<file path="src/rtl/qerv_wb_arbiter.sv">
`default_nettype none
// ============================================================================
// qerv_wb_arbiter
// Shares one Wishbone port between the ibus and dbus, with a bus watchdog.
// Revision: 1.0
// ============================================================================
module qerv_wb_arbiter #(
  parameter int DBUS_PRIO = 1,
  parameter int TIMEOUT   = 255,
  parameter int TW        = ($clog2(TIMEOUT + 1) > 0) ? $clog2(TIMEOUT + 1) : 1
) (
  input  logic        clk,
  input  logic        i_rst,
  input  logic [31:0] i_ibus_adr,
  input  logic        i_ibus_cyc,
  output logic [31:0] o_ibus_rdt,
  output logic        o_ibus_ack,
  input  logic [31:0] i_dbus_adr,
  input  logic [31:0] i_dbus_dat,
  input  logic [3:0]  i_dbus_sel,
  input  logic        i_dbus_we,
  input  logic        i_dbus_cyc,
  output logic [31:0] o_dbus_rdt,
  output logic        o_dbus_ack,
  output logic [31:0] o_wb_adr,
  output logic [31:0] o_wb_dat,
  output logic [3:0]  o_wb_sel,
  output logic        o_wb_we,
  output logic        o_wb_cyc,
  input  logic [31:0] i_wb_rdt,
  input  logic        i_wb_ack,
  output logic        o_timeout
);

  typedef enum logic [1:0] {
    IDLE  = 2'd0,
    GNT_I = 2'd1,
    GNT_D = 2'd2
  } state_t;

  state_t state_q, state_d;
  logic   last_dbus_q, last_dbus_d;
  logic   gnt_cyc;
  logic   expire;

  // Request line of whichever master currently holds the grant.
  assign gnt_cyc = (state_q == GNT_I) ? i_ibus_cyc :
                   (state_q == GNT_D) ? i_dbus_cyc : 1'b0;

  generate
    if (TIMEOUT > 0) begin : g_wdog
      logic [TW-1:0] wdog_q, wdog_d;

      // Expiry lands on the TIMEOUT-th granted cycle; a real ack then wins.
      assign expire = gnt_cyc && !i_wb_ack && (wdog_q == TW'(TIMEOUT - 1));

      always_comb begin
        wdog_d = '0;
        if (gnt_cyc && !i_wb_ack && !expire) begin
          wdog_d = wdog_q + TW'(1);
        end
      end

      always_ff @(posedge clk) begin
        if (i_rst) begin
          wdog_q <= '0;
        end else begin
          wdog_q <= wdog_d;
        end
      end
    end else begin : g_no_wdog
      assign expire = 1'b0;
    end
  endgenerate

  always_comb begin
    state_d     = state_q;
    last_dbus_d = last_dbus_q;
    o_wb_adr    = '0;
    o_wb_dat    = '0;
    o_wb_sel    = '0;
    o_wb_we     = 1'b0;
    o_wb_cyc    = 1'b0;
    o_ibus_ack  = 1'b0;
    o_ibus_rdt  = '0;
    o_dbus_ack  = 1'b0;
    o_dbus_rdt  = '0;
    o_timeout   = expire;

    case (state_q)
      IDLE: begin
        if (i_dbus_cyc && i_ibus_cyc) begin
          state_d = ((DBUS_PRIO != 0) || !last_dbus_q) ? GNT_D : GNT_I;
        end else if (i_dbus_cyc) begin
          state_d = GNT_D;
        end else if (i_ibus_cyc) begin
          state_d = GNT_I;
        end
      end
      GNT_I: begin
        o_wb_adr   = i_ibus_adr;
        o_wb_sel   = 4'hF;
        o_wb_cyc   = i_ibus_cyc && !expire;
        o_ibus_ack = i_wb_ack || expire;
        o_ibus_rdt = expire ? '0 : i_wb_rdt;
      end
      GNT_D: begin
        o_wb_adr   = i_dbus_adr;
        o_wb_dat   = i_dbus_dat;
        o_wb_sel   = i_dbus_sel;
        o_wb_we    = i_dbus_we;
        o_wb_cyc   = i_dbus_cyc && !expire;
        o_dbus_ack = i_wb_ack || expire;
        o_dbus_rdt = expire ? '0 : i_wb_rdt;
      end
      default: state_d = IDLE;
    endcase

    // Completion (real or synthetic) records the winner; a dropped cyc just aborts.
    if (state_q != IDLE) begin
      if (i_wb_ack || expire) begin
        state_d     = IDLE;
        last_dbus_d = (state_q == GNT_D);
      end else if (!gnt_cyc) begin
        state_d = IDLE;
      end
    end
  end

  always_ff @(posedge clk) begin
    if (i_rst) begin
      state_q     <= IDLE;
      last_dbus_q <= 1'b0;
    end else begin
      state_q     <= state_d;
      last_dbus_q <= last_dbus_d;
    end
  end

endmodule
`default_nettype wire

</file>
<file path="config.mk">
export PLATFORM = sky130hd
export DESIGN_NAME = qerv_wb_arbiter
export DESIGN_NICKNAME = d
export VERILOG_FILES = /design/src/rtl/qerv_wb_arbiter.sv
export SDC_FILE = /design/constraint.sdc
export NUM_CORES = 1
export LEC_CHECK = 0
export ABC_CLOCK_PERIOD_IN_PS = 2150
export BUFFER_PORTS_ARGS = -buffer_cell sky130_fd_sc_hd__buf_2
export CORE_AREA = 2 2 106 108
export DETAILED_ROUTE_END_ITERATION = 8
export DIE_AREA = 0 0 108 110
export HOLD_SLACK_MARGIN = 0.06
export PLACE_DENSITY = 0.55
export SLEW_MARGIN = 20
export SYNTH_ARGS = -nofsm -noshare
export SYNTH_HDL_FRONTEND = slang
export SYNTH_SLANG_ARGS = --single-unit
export TNS_END_PERCENT = 100
</file>
<file path="constraint.sdc">
create_clock -name clk -period 2.15 [get_ports clk]
set_input_delay 0.1075 -clock clk [delete_from_list [all_inputs] [get_ports clk]]
set_output_delay 0.1075 -clock clk [all_outputs]
set_load 0.05 [all_outputs]
</file>
==> key figures, run 1 <==
Clock network
  • CTS Sinks: 10
  • CTS max path bufs: 2
  • CTS Buf Count: 3
  • CTS tree: built
  • Clock transition at path regs: about 0.040 ns
  • Clock root buffer: clkbuf_8
  • Clk_lat worst skew: around 0.23 ns
  • CTS H-tree depth: 1

Routing
  • Vias per cell: approximately 4.3
  • Antenna viol nets, final: 0
  • Post-route DRC: 0
  • DR pass1 iterations: 4
  • DR vias: approximately 2.9k
  • Total Wirelength: between 9000 and 10000 um
  • Initial DRC Count: between 100 and 150
  • WL per Instance: between 10 and 15 um

Power
  • Seq pwr share: 0.078
  • Clock Power Share: 0.072
  • Peak supply drop: roughly 300 uV
  • Leakage dissipation: just over 2 nW
  • Power per cell area: between 600 and 700 nW/um^2
  • Combinational power share: 0.850
  • Cell internal pwr: approximately 1.1 mW
  • Switching Fraction: 0.595
  • Switching power total: roughly 1.6 mW

Layout
  • Most frequent cells in the layout: buf_2, and2_1, buf_4
  • Filler cell count: between 1k and 1.5k
  • Reg area: 203 sq um
  • Layout cells sized above 1: 0.635
  • Post-route cell area: approximately 3800 sq um
  • Most common cell after layout, fill and taps aside: buf_2
  • Antenna cell count: 0
  • Multi-input logic area: between 1500 and 2000 sq um
  • Layout area overhead: 107%
  • # nets final: about 670

Setup path
  • Critical path cell sequence: inv_1 > ha_4 > nand3b_1 > a21oi_4 > buf_6 > a21boi_4 > buf_12 > and2_1 > buf_2
  • Crit path largest cell delay: between 0.3 and 0.4 ns
  • Data arrival, critical path: 1.95 ns
  • Slowest CP cell: dfxtp_2
  • Setup CP Type: flip-flop to primary output
  • Worst Setup End Kind: primary output
  • CP max FO: 16
  • Flop2flop setup slack: ~0.42 ns
  • Startpoint Class: flip-flop
  • Worst EP required: roughly 2.0 ns
  • Buffering stage count on the worst path with inverters included: 4
  • CP delay by family, top: buffers and inverters

Job
  • Max Cap Viol: 0

Placement
  • Dpl ws: -0.218 ns
  • # port buffers: 274
  • Placed inst area: 3310 sq um
  • Global placement routability congestion: between 0.7 and 0.8
  • HPWL after DPL: ~7000 um

Floorplanning
  • Cell Rows: 38
  • I/O pins: roughly 280
  • Die width: 108 um
  • Die H: 110 um
  • Core Area: between 10000 and 15000 sq um
  • Initial Utilization: 0.172
  • Die area: roughly 12000 sq um

Hold path
  • Worst Hold Class: input pin to flip-flop

Yosys
  • Synth Area in Compound Gates: 0.188
  • Combinational family with the most area after synthesis: simple AND/OR/NAND/NOR gates
  • Yosys top cell area share: 0.239
  • Post-synthesis xor/xnor area fraction: 0.0239
  • Number of synthesized flops with an enable pin: 0
  • Area share of fa/ha/maj cells after synthesis: 0.0341
  • Yosys warnings: 0
  • #FFs+latches synth: 10
  • Unique masters post-synth: 34
  • Synthesized area per cell: approximately 7 sq um
  • Syn nets: between 300 and 400
  • Synthesized cell area: 1840 sq um
  • Most common flop cell mapped by yosys: dfxtp_1
  • Largest cells by area after synthesis: and2_1, a22oi_1, nor2b_1, and2_2, dfxtp_1
  • Asr flop ratio synth: 0
  • Cell taking the most area after synthesis: and2_1
  • Synth Area in Simple Gates: 0.560
  • Multiplexer area fraction after synthesis: 0.00545
  • Register area share after synthesis: 0.109
  • Gate Count Post-Synth: ~260

STA
  • Final Hold Fails: 0
  • Tightest Pin Transition: 0.436 ns
  • Final worst path period share: 0.959
  • Clk_skew: approximately 0.0006 ns
  • Fin. max-slew vios: 0
  • Final Setup Violations: 0
  • Fin crit period: between 2 and 2.5 ns
  • Rel. slew slack: 0.709
  • Fmax: a little under 500 MHz
  • Worst Setup Slack, final: between 0.08 and 0.09 ns

Global routing
  • Largest net degree at the start of global routing: just over 70
  • Vias in the first global route: 2407
  • First-pass GRT wire length: around 12000 um
  • Initial antenna violation count: 0
  • Global Route Usage Sum: 0.128
  • Congestion Overflow GR: 0

Run status
  • Status: complete, no violations
[cell families (layout without fill, tap and decap cells)]
kind of cell | after synthesis | in the layout
muxes | 1 | 1
and+or+nand+nor | 163 | 163
adders and majority gates | 5 | 5
xor gates and xnor gates | 5 | 5
buffers and inverters | 25 | 296
DFF | 10 | 10
AOI/OAI and AO/OA | 46 | 49
[cell usage after synthesis (2+ instances only)]
library cell   n
ha_1           5
nor2_1         9
and2_1        70
buf_2          3
a21boi_2       2
buf_6          6
inv_1          3
xor2_1         4
nor3_1         3
a22oi_1       32
a21oi_1        7
nand3_1        4
nand2_1        3
and2_2        28
clkbuf_1      11
nor2b_1       37
dfxtp_1       10
nand3b_1       2
[flip-flops by register name (all words and copies together), names as in the netlist]
signal and count:
g_wdog.wdog_q 8, state_q 2
[final timing paths]
kind                         start                to  depth (start not counted)
setup / recovery        state_q[1]    o_ibus_rdt[13]                          9
hold reg to reg   g_wdog.wdog_q[5]  g_wdog.wdog_q[5]                          2
setup reg to reg        state_q[1]  g_wdog.wdog_q[2]                          8
hold / removal               i_rst        state_q[0]                          2
[routing by layer]
layer	up-vias	wire, um	GRT usage
li1	1401	-	-
met1	1328	3800	0.163
met2	162	4780	0.234
met3	7	670	0.0129
met4	0	62	0.0247
met5	-	0	0
[timing repair]
| action | in CTS | in global routing |
|---|---|---|
| gates resized for setup | 8 | 135 |
| buffers inserted | 8 | 2 |
| setup endpoints to repair | 64 | 76 |
| cloned | 3 | 0 |
| hold buffers | 0 | 0 |
| pin swaps | 5 | 3 |
[stage by stage]
stage / setup TNS (ns) / power, mW / hold slack [ns] / utilization / std cells
6_report: 0 / 2.63 / 0.101 / 0.355 / 669
5_1_grt: -0.00458 / 2.78 / 0.116 / 0.355 / 669
4_1_cts: 0 / 2.53 / 0.108 / 0.331 / 667
3_5_place_dp: -9.72 / 2.21 / 0.356 / 0.310 / 653
3_3_place_gp: -0.389 / 2.19 / 0.350 / 0.310 / 653
2_1_floorplan: 0 / 1.76 / 0.184 / - / 255
[power groups by stage]
stage	clock network, mW	logic [mW]	registers, mW
after floorplan	0	1.56	0.204
after CTS	0.198	2.13	0.200
final	0.190	2.24	0.205
after global routing	0.208	2.37	0.206
after detailed placement	0	2.01	0.203
after global placement	0	1.99	0.202
[area by class of cell]
class / instances / area share
clock buffer: 3 / 0.0109
tap: 140 / 0.0461
multi-input combinational: 223 / 0.420
inverter: 3 / 0.00296
sequential: 10 / 0.0534
timing repair buffer: 290 / 0.467
[worst reg2reg max path: stages, from the launching register on]
cell and delay, ns:
dfxtp_2 0.34, inv_1 0.08, ha_4 0.19, nand3b_1 0.20, a21oi_4 0.19, buf_6 0.16, buf_4 0.12, nand3b_1 0.23
nor2_1 0.16
Power figures use the tool's default switching activity.
==> inputs of run 2 (changes only) <==
--- a/config.mk
+++ b/config.mk
@@ -5,11 +5,11 @@
 export SDC_FILE = /design/constraint.sdc
 export NUM_CORES = 1
 export LEC_CHECK = 0
-export ABC_CLOCK_PERIOD_IN_PS = 2150
+export ABC_CLOCK_PERIOD_IN_PS = 1670
 export BUFFER_PORTS_ARGS = -buffer_cell sky130_fd_sc_hd__buf_2
-export CORE_AREA = 2 2 106 108
+export CORE_AREA = 2 2 108 110
 export DETAILED_ROUTE_END_ITERATION = 8
-export DIE_AREA = 0 0 108 110
+export DIE_AREA = 0 0 110 112
 export HOLD_SLACK_MARGIN = 0.06
 export PLACE_DENSITY = 0.55
 export SLEW_MARGIN = 20
==> constraint.sdc (replaced) <==
create_clock -name clk -period 1.67 [get_ports clk]
set_input_delay 0.0835 -clock clk [delete_from_list [all_inputs] [get_ports clk]]
set_output_delay 0.0835 -clock clk [all_outputs]
set_load 0.05 [all_outputs]
==> run 2 against run 1 <==
Compared with the run above:
- the flow now finishes with violations (negative setup slack)
- first-iteration DRC count shrank 7.0%
- clock skew is 0.0015 ns higher
- wire length increased by 7.4%
- setup slack lost 0.32 ns
- core utilization rose by 11 points
- via count up 3.3%
- critical path depth is 1 lower
==> key figures, run 2 (same netlist as run 1, synthesis figures left out) <==
STA
  • TNS Setup: -15.64 ns
  • Hold_ws: between 0.08 and 0.09 ns
  • Worst Setup Slack, final: -0.233 ns
  • Fin. max-slew vios: 0
  • Fmax: 526 MHz
  • RSZ-0062 raised after global routing: yes
  • Tightest Pin Transition: 0.401 ns
  • Fin crit period: 1.90 ns
  • Final Setup Violations: approximately 120
  • Final Hold Fails: 0
  • Final worst path period share: 1.14
  • Rel. slew slack: 0.733
  • Clk_skew: between 0.002 and 0.0025 ns

Hold path
  • WHS Path Cells: 2
  • Worst Hold Class: input pin to flip-flop

Routing
  • DR pass1 iterations: 4
  • Post-route DRC: 0
  • DR vias: approximately 3k
  • WL per Instance: approximately 14 um
  • Antenna viol nets, final: 0
  • Vias per cell: 4.34
  • Total Wirelength: about 10000 um
  • Initial DRC Count: between 100 and 150

Layout
  • # nets final: a little under 700
  • Most flop-heavy register: g_wdog.wdog_q
  • Layout cells sized above 1: 0.821
  • Antenna cell count: 0
  • Max reg flops: 8
  • Most frequent cells in the layout: buf_2, buf_6, buf_8
  • Filler cell count: 1004
  • Top flop regs: g_wdog.wdog_q: 8 flops, state_q: 2 flops
  • Layout area overhead: 185%
  • Most common cell after layout, fill and taps aside: buf_2

Floorplanning
  • I/O pins: approximately 280
  • Core Area: roughly 11000 sq um
  • Cell Rows: 39
  • Die area: between 10000 and 15000 sq um
  • Initial Utilization: 0.164
  • Die H: between 100 and 150 um
  • Die width: 110 um

Clock network
  • Clock root buffer: clkbuf_16
  • Clock transition at path regs: 0.04 ns
  • Clk_lat worst skew: about 0.23 ns
  • CTS tree: built
  • CTS H-tree depth: 1
  • CTS Buf Count: 3
  • CTS Sinks: 10
  • CTS max path bufs: 2

Setup path
  • Worst R2R Path Depth: 9
  • Crit path largest cell delay: approximately 0.32 ns
  • Data arrival, critical path: around 1.8 ns
  • Worst EP required: ~1.6 ns
  • Buffering stage count on the worst path with inverters included: 3
  • Worst reg2reg endpoint: g_wdog.wdog_q[2]
  • Crit path depth: 8
  • Worst r2r src: state_q[1]
  • Startpoint Class: flip-flop
  • CP max FO: 32
  • Crit. Startpoint: state_q[1]
  • Crit path to: o_dbus_rdt[1]
  • Worst Setup End Kind: primary output
  • CP delay by family, top: simple AND/OR/NAND/NOR gates
  • Critical path cell sequence: inv_2 > ha_4 > nand3b_1 > a21oi_4 > a21boi_2 > buf_12 > and2_2 > buf_6
  • Setup CP Type: flip-flop to primary output
  • Flop2flop setup slack: 0.09 ns
  • Slowest CP cell: dfxtp_2

Placement
  • HPWL after DPL: 7200 um
  • Global placement routability congestion: around 0.77
  • # port buffers: 274

Global routing
  • Largest net degree at the start of global routing: 37
  • Vias in the first global route: a little under 3k
  • Congestion Overflow GR: 0
  • First-pass GRT wire length: roughly 14000 um
  • Initial antenna violation count: 0
  • Global Route Usage Sum: 0.144

Run status
  • Status: finished, violations left
  • Failing checks: negative setup slack

Power
  • Switching power total: 2.39 mW
  • Combinational power share: 0.864
  • Peak supply drop: 640 uV
  • Seq pwr share: 0.053
  • Leakage dissipation: around 2.5 nW
  • Switching Fraction: 0.478
  • Cell internal pwr: 2.61 mW
  • Clock Power Share: 0.083
  • Power per cell area: 954 nW/um^2

Job
  • Max Cap Viol: 0
[run 2: area by class of cell]
type / count / area (sq um) / area share
multi-input combinational: 220 / 1970 / 0.376
tap: 143 / 179 / 0.0342
clock buffer: 3 / 75.1 / 0.0143
inverter: 3 / 13.8 / 0.00263
timing repair buffer: 311 / 2800 / 0.534
sequential: 10 / 206 / 0.0394
[run 2: routing by layer]
layer	global-route usage	vias to the layer above	part of all wire
met5	0	-	0
met4	0.0253	0	0.0075
met3	0.00995	6	0.079
met2	0.294	176	0.56
met1	0.157	1375	0.35
li1	-	1437	-
[run 2: power groups by stage]
stage / Clock, mW / Combinational [mW] / Sequential [mW]
after detailed placement: 0 / 3.13 / 0.261
final: 0.415 / 4.32 / 0.264
after CTS: 0.419 / 4.15 / 0.264
after floorplan: 0 / 2.39 / 0.262
after global routing: 0.429 / 4.50 / 0.265
after global placement: 0 / 3.10 / 0.260
[run 2: worst min-delay path by stage]
stage / startpoint / endpoint / slack (ns)
floorplan: i_rst / g_wdog.wdog_q[7] / 0.16
global route: i_rst / state_q[1] / 0.09
CTS: i_rst / state_q[1] / 0.08
finish: i_rst / state_q[1] / 0.08
global placement: i_rst / g_wdog.wdog_q[7] / 0.32
detailed placement: i_rst / g_wdog.wdog_q[7] / 0.32
[run 2: timing repair]
| action | CTS | global route |
|---|---|---|
| gates cloned | 7 | 2 |
| buffers inserted | 6 | 2 |
| gates resized for setup | 239 | 86 |
| setup endpoints to repair | 115 | 144 |
| pin swaps | 4 | 4 |
| hold buffers | 0 | 0 |
[run 2: worst register-to-register path: cells and delay by family, from the launching register on]
| family | cells | cell delay [ns] |
|---|---|---|
| adder cells (fa/ha/maj) | 1 | 0.15 |
| flip-flops | 1 | 0.32 |
| AND/OR/NAND/NOR | 3 | 0.38 |
| AO/OA/AOI/OAI | 1 | 0.23 |
| buffers and inverters | 4 | 0.45 |
[run 2: stage by stage]
stage	instance area [sq um]	total power, mW	utilization	std cells	setup WS, ns
after detailed placement	3860	3.39	0.346	671	-0.102
after CTS	4990	4.84	0.447	687	-0.222
final	5240	5.00	0.469	690	-0.233
after global placement	3860	3.36	0.346	671	-0.0666
after global routing	5240	5.20	0.469	690	-0.286
after floorplan	2210	2.66	-	255	-0.130
==> inputs of run 3 (changes only) <==
--- a/config.mk
+++ b/config.mk
@@ -12,6 +12,7 @@
 export DIE_AREA = 0 0 110 112
 export HOLD_SLACK_MARGIN = 0.06
 export PLACE_DENSITY = 0.55
+export SKIP_LAST_GASP = 1
 export SLEW_MARGIN = 20
 export SYNTH_ARGS = -nofsm -noshare
 export SYNTH_HDL_FRONTEND = slang
==> run 3 against run 2 <==
Compared with the run above:
- the flow still finishes with violations (negative setup slack)
- largest cell class unchanged
- final cell count rose by 1.2%
- core utilization rose by 0.76 points
- wire length rose by 2.6%
- clock skew barely moved
- hold slack got worse by 0.00066 ns
- setup slack got worse by 0.027 ns
- sequential share of layout area fell by 0.087 points
- clock power barely moved
- sequential cell count did not move
- via count rose by 1.5%
- clock-buffer cell count did not move
- critical endpoint is now o_wb_adr[24]
- global-route usage fell by 0.37 points
==> key figures, run 3 (same netlist as run 1, synthesis figures left out) <==
STA
  • Hold_ws: between 0.08 and 0.09 ns
  • Final worst path period share: 1.16
  • Final Setup Violations: 136
  • Clk_skew: roughly 0.0018 ns
  • Final Hold Fails: 0
  • Tightest Pin Transition: roughly 0.28 ns
  • Worst Setup Slack, final: -0.260 ns
  • Rel. slew slack: 0.814
  • Fin. max-slew vios: 0
  • Fin crit period: around 1.9 ns
  • RSZ-0062 raised after global routing: yes
  • Fmax: between 500 and 600 MHz

Floorplanning
  • Die width: about 110 um
  • Core Area: approximately 11000 sq um
  • I/O pins: 275
  • Die area: 12300 sq um
  • Initial Utilization: 0.164
  • Die H: about 110 um
  • Cell Rows: 39

Placement
  • HPWL after DPL: 7200 um
  • Placed insts: ~670
  • Global placement routability congestion: 0.775
  • # port buffers: ~270
  • Dpl ws: -0.102 ns

Layout
  • Antenna cell count: 0
  • Max reg flops: 8
  • # nets final: 700
  • Most flop-heavy register: g_wdog.wdog_q
  • Layout cells sized above 1: 0.852
  • Cell Count, Final, Fillers Out: around 700
  • Top flop regs: g_wdog.wdog_q: 8 flops, state_q: 2 flops
  • Most frequent cells in the layout: buf_2, buf_6, buf_4
  • Layout area overhead: 190%
  • Most common cell after layout, fill and taps aside: buf_2

Global routing
  • Vias in the first global route: about 2.9k
  • Largest net degree at the start of global routing: 37
  • Initial antenna violation count: 0
  • First-pass GRT wire length: 13800 um
  • Global Route Usage Sum: 0.140
  • Congestion Overflow GR: 0

Routing
  • Vias per cell: ~4.4
  • DR pass1 iterations: 4
  • Total Wirelength: between 10000 and 15000 um
  • Antenna viol nets, final: 0
  • WL per Instance: about 15 um
  • Post-route DRC: 0
  • Initial DRC Count: 75
  • DR vias: 3040

Clock network
  • CTS tree: built
  • CTS Sinks: 10
  • Clock root buffer: clkbuf_16
  • CTS H-tree depth: 1
  • CTS max path bufs: 2
  • Clock transition at path regs: roughly 0.04 ns
  • Clk_lat worst skew: about 0.23 ns
  • CTS Buf Count: 3

Job
  • Max Cap Viol: 0

Setup path
  • Setup CP Type: flip-flop to primary output
  • CP max FO: 7
  • Data arrival, critical path: between 1.5 and 2 ns
  • Startpoint Class: flip-flop
  • Worst EP required: about 1.6 ns
  • Worst Setup End Kind: primary output

Power
  • Leakage dissipation: 2.50 nW
  • Switching Fraction: 0.475
  • Peak supply drop: approximately 640 uV
  • Seq pwr share: 0.052
  • Combinational power share: 0.868
  • Switching power total: about 2.4 mW
  • Power per cell area: about 960 nW/um^2
  • Cell internal pwr: around 2.7 mW
  • Clock Power Share: 0.081

Run status
  • Failing checks: negative setup slack
  • Status: finished, violations left

Hold path
  • Worst Hold Class: input pin to flip-flop
## run 3: changes by cell type in the layout (fill, tap and decap cells not counted), sizes merged
cell / before / now
buf: 309 / 315
clkbuf: 5 / 7
## run 3: worst paths after layout
check | startpoint | cells after the start | slack (ns) | to
setup / recovery | state_q[1] | 9 | -0.26 | o_wb_adr[24]
hold / removal | i_rst | 2 | 0.08 | state_q[1]
setup reg to reg | state_q[1] | 9 | 0.10 | g_wdog.wdog_q[2]
hold reg to reg | g_wdog.wdog_q[1] | 2 | 0.53 | g_wdog.wdog_q[1]
## run 3: metal layers
layer,GRT usage,up-vias,wire [um]
li1,-,1455,-
met1,0.148,1403,3560
met2,0.295,176,5840
met3,0.00937,6,792
met4,0.0203,0,67
met5,0,-,0
## run 3: what timing repair did
item	in CTS	in global routing
hold buffers	0	0
pin swaps	4	5
gates cloned	7	5
buffers inserted	6	7
setup endpoints to repair	115	144
gates resized for setup	173	148
## run 3: final cells by class
class | instances | area (sq um)
tap | 143 | 179
fill | 999 | 5850
sequential | 10 | 205
timing repair buffer | 319 | 2800
multi-input combinational | 220 | 2050
inverter | 3 | 13.8
clock buffer | 3 | 75.1
## run 3: through the flow
stage | area (sq um) | util | total power [mW] | TNS, ns
final | 5320 | 0.476 | 5.13 | -22.17
after global routing | 5320 | 0.476 | 5.33 | -28.60
after CTS | 4750 | 0.425 | 4.69 | -18.91
after detailed placement | 3860 | 0.346 | 3.39 | -5.83
after global placement | 3860 | 0.346 | 3.36 | -3.17
after floorplan | 2210 | - | 2.66 | -3.21
## run 3: critical path, stage by stage (launching register included)
cell	delay (ns)
dfxtp_2	0.32
buf_4	0.13
ha_4	0.15
buf_4	0.13
buf_12	0.14
buf_4	0.14
buf_12	0.12
a22oi_1	0.26
nor2b_4	0.07
buf_6	0.15
## run 3: power groups by stage
stage | registers [mW] | clock network (mW) | logic [mW]
3_5_place_dp | 0.261 | 0 | 3.13
6_report | 0.264 | 0.415 | 4.45
3_3_place_gp | 0.260 | 0 | 3.10
4_1_cts | 0.264 | 0.419 | 4.00
5_1_grt | 0.265 | 0.429 | 4.63
2_1_floorplan | 0.262 | 0 | 2.39
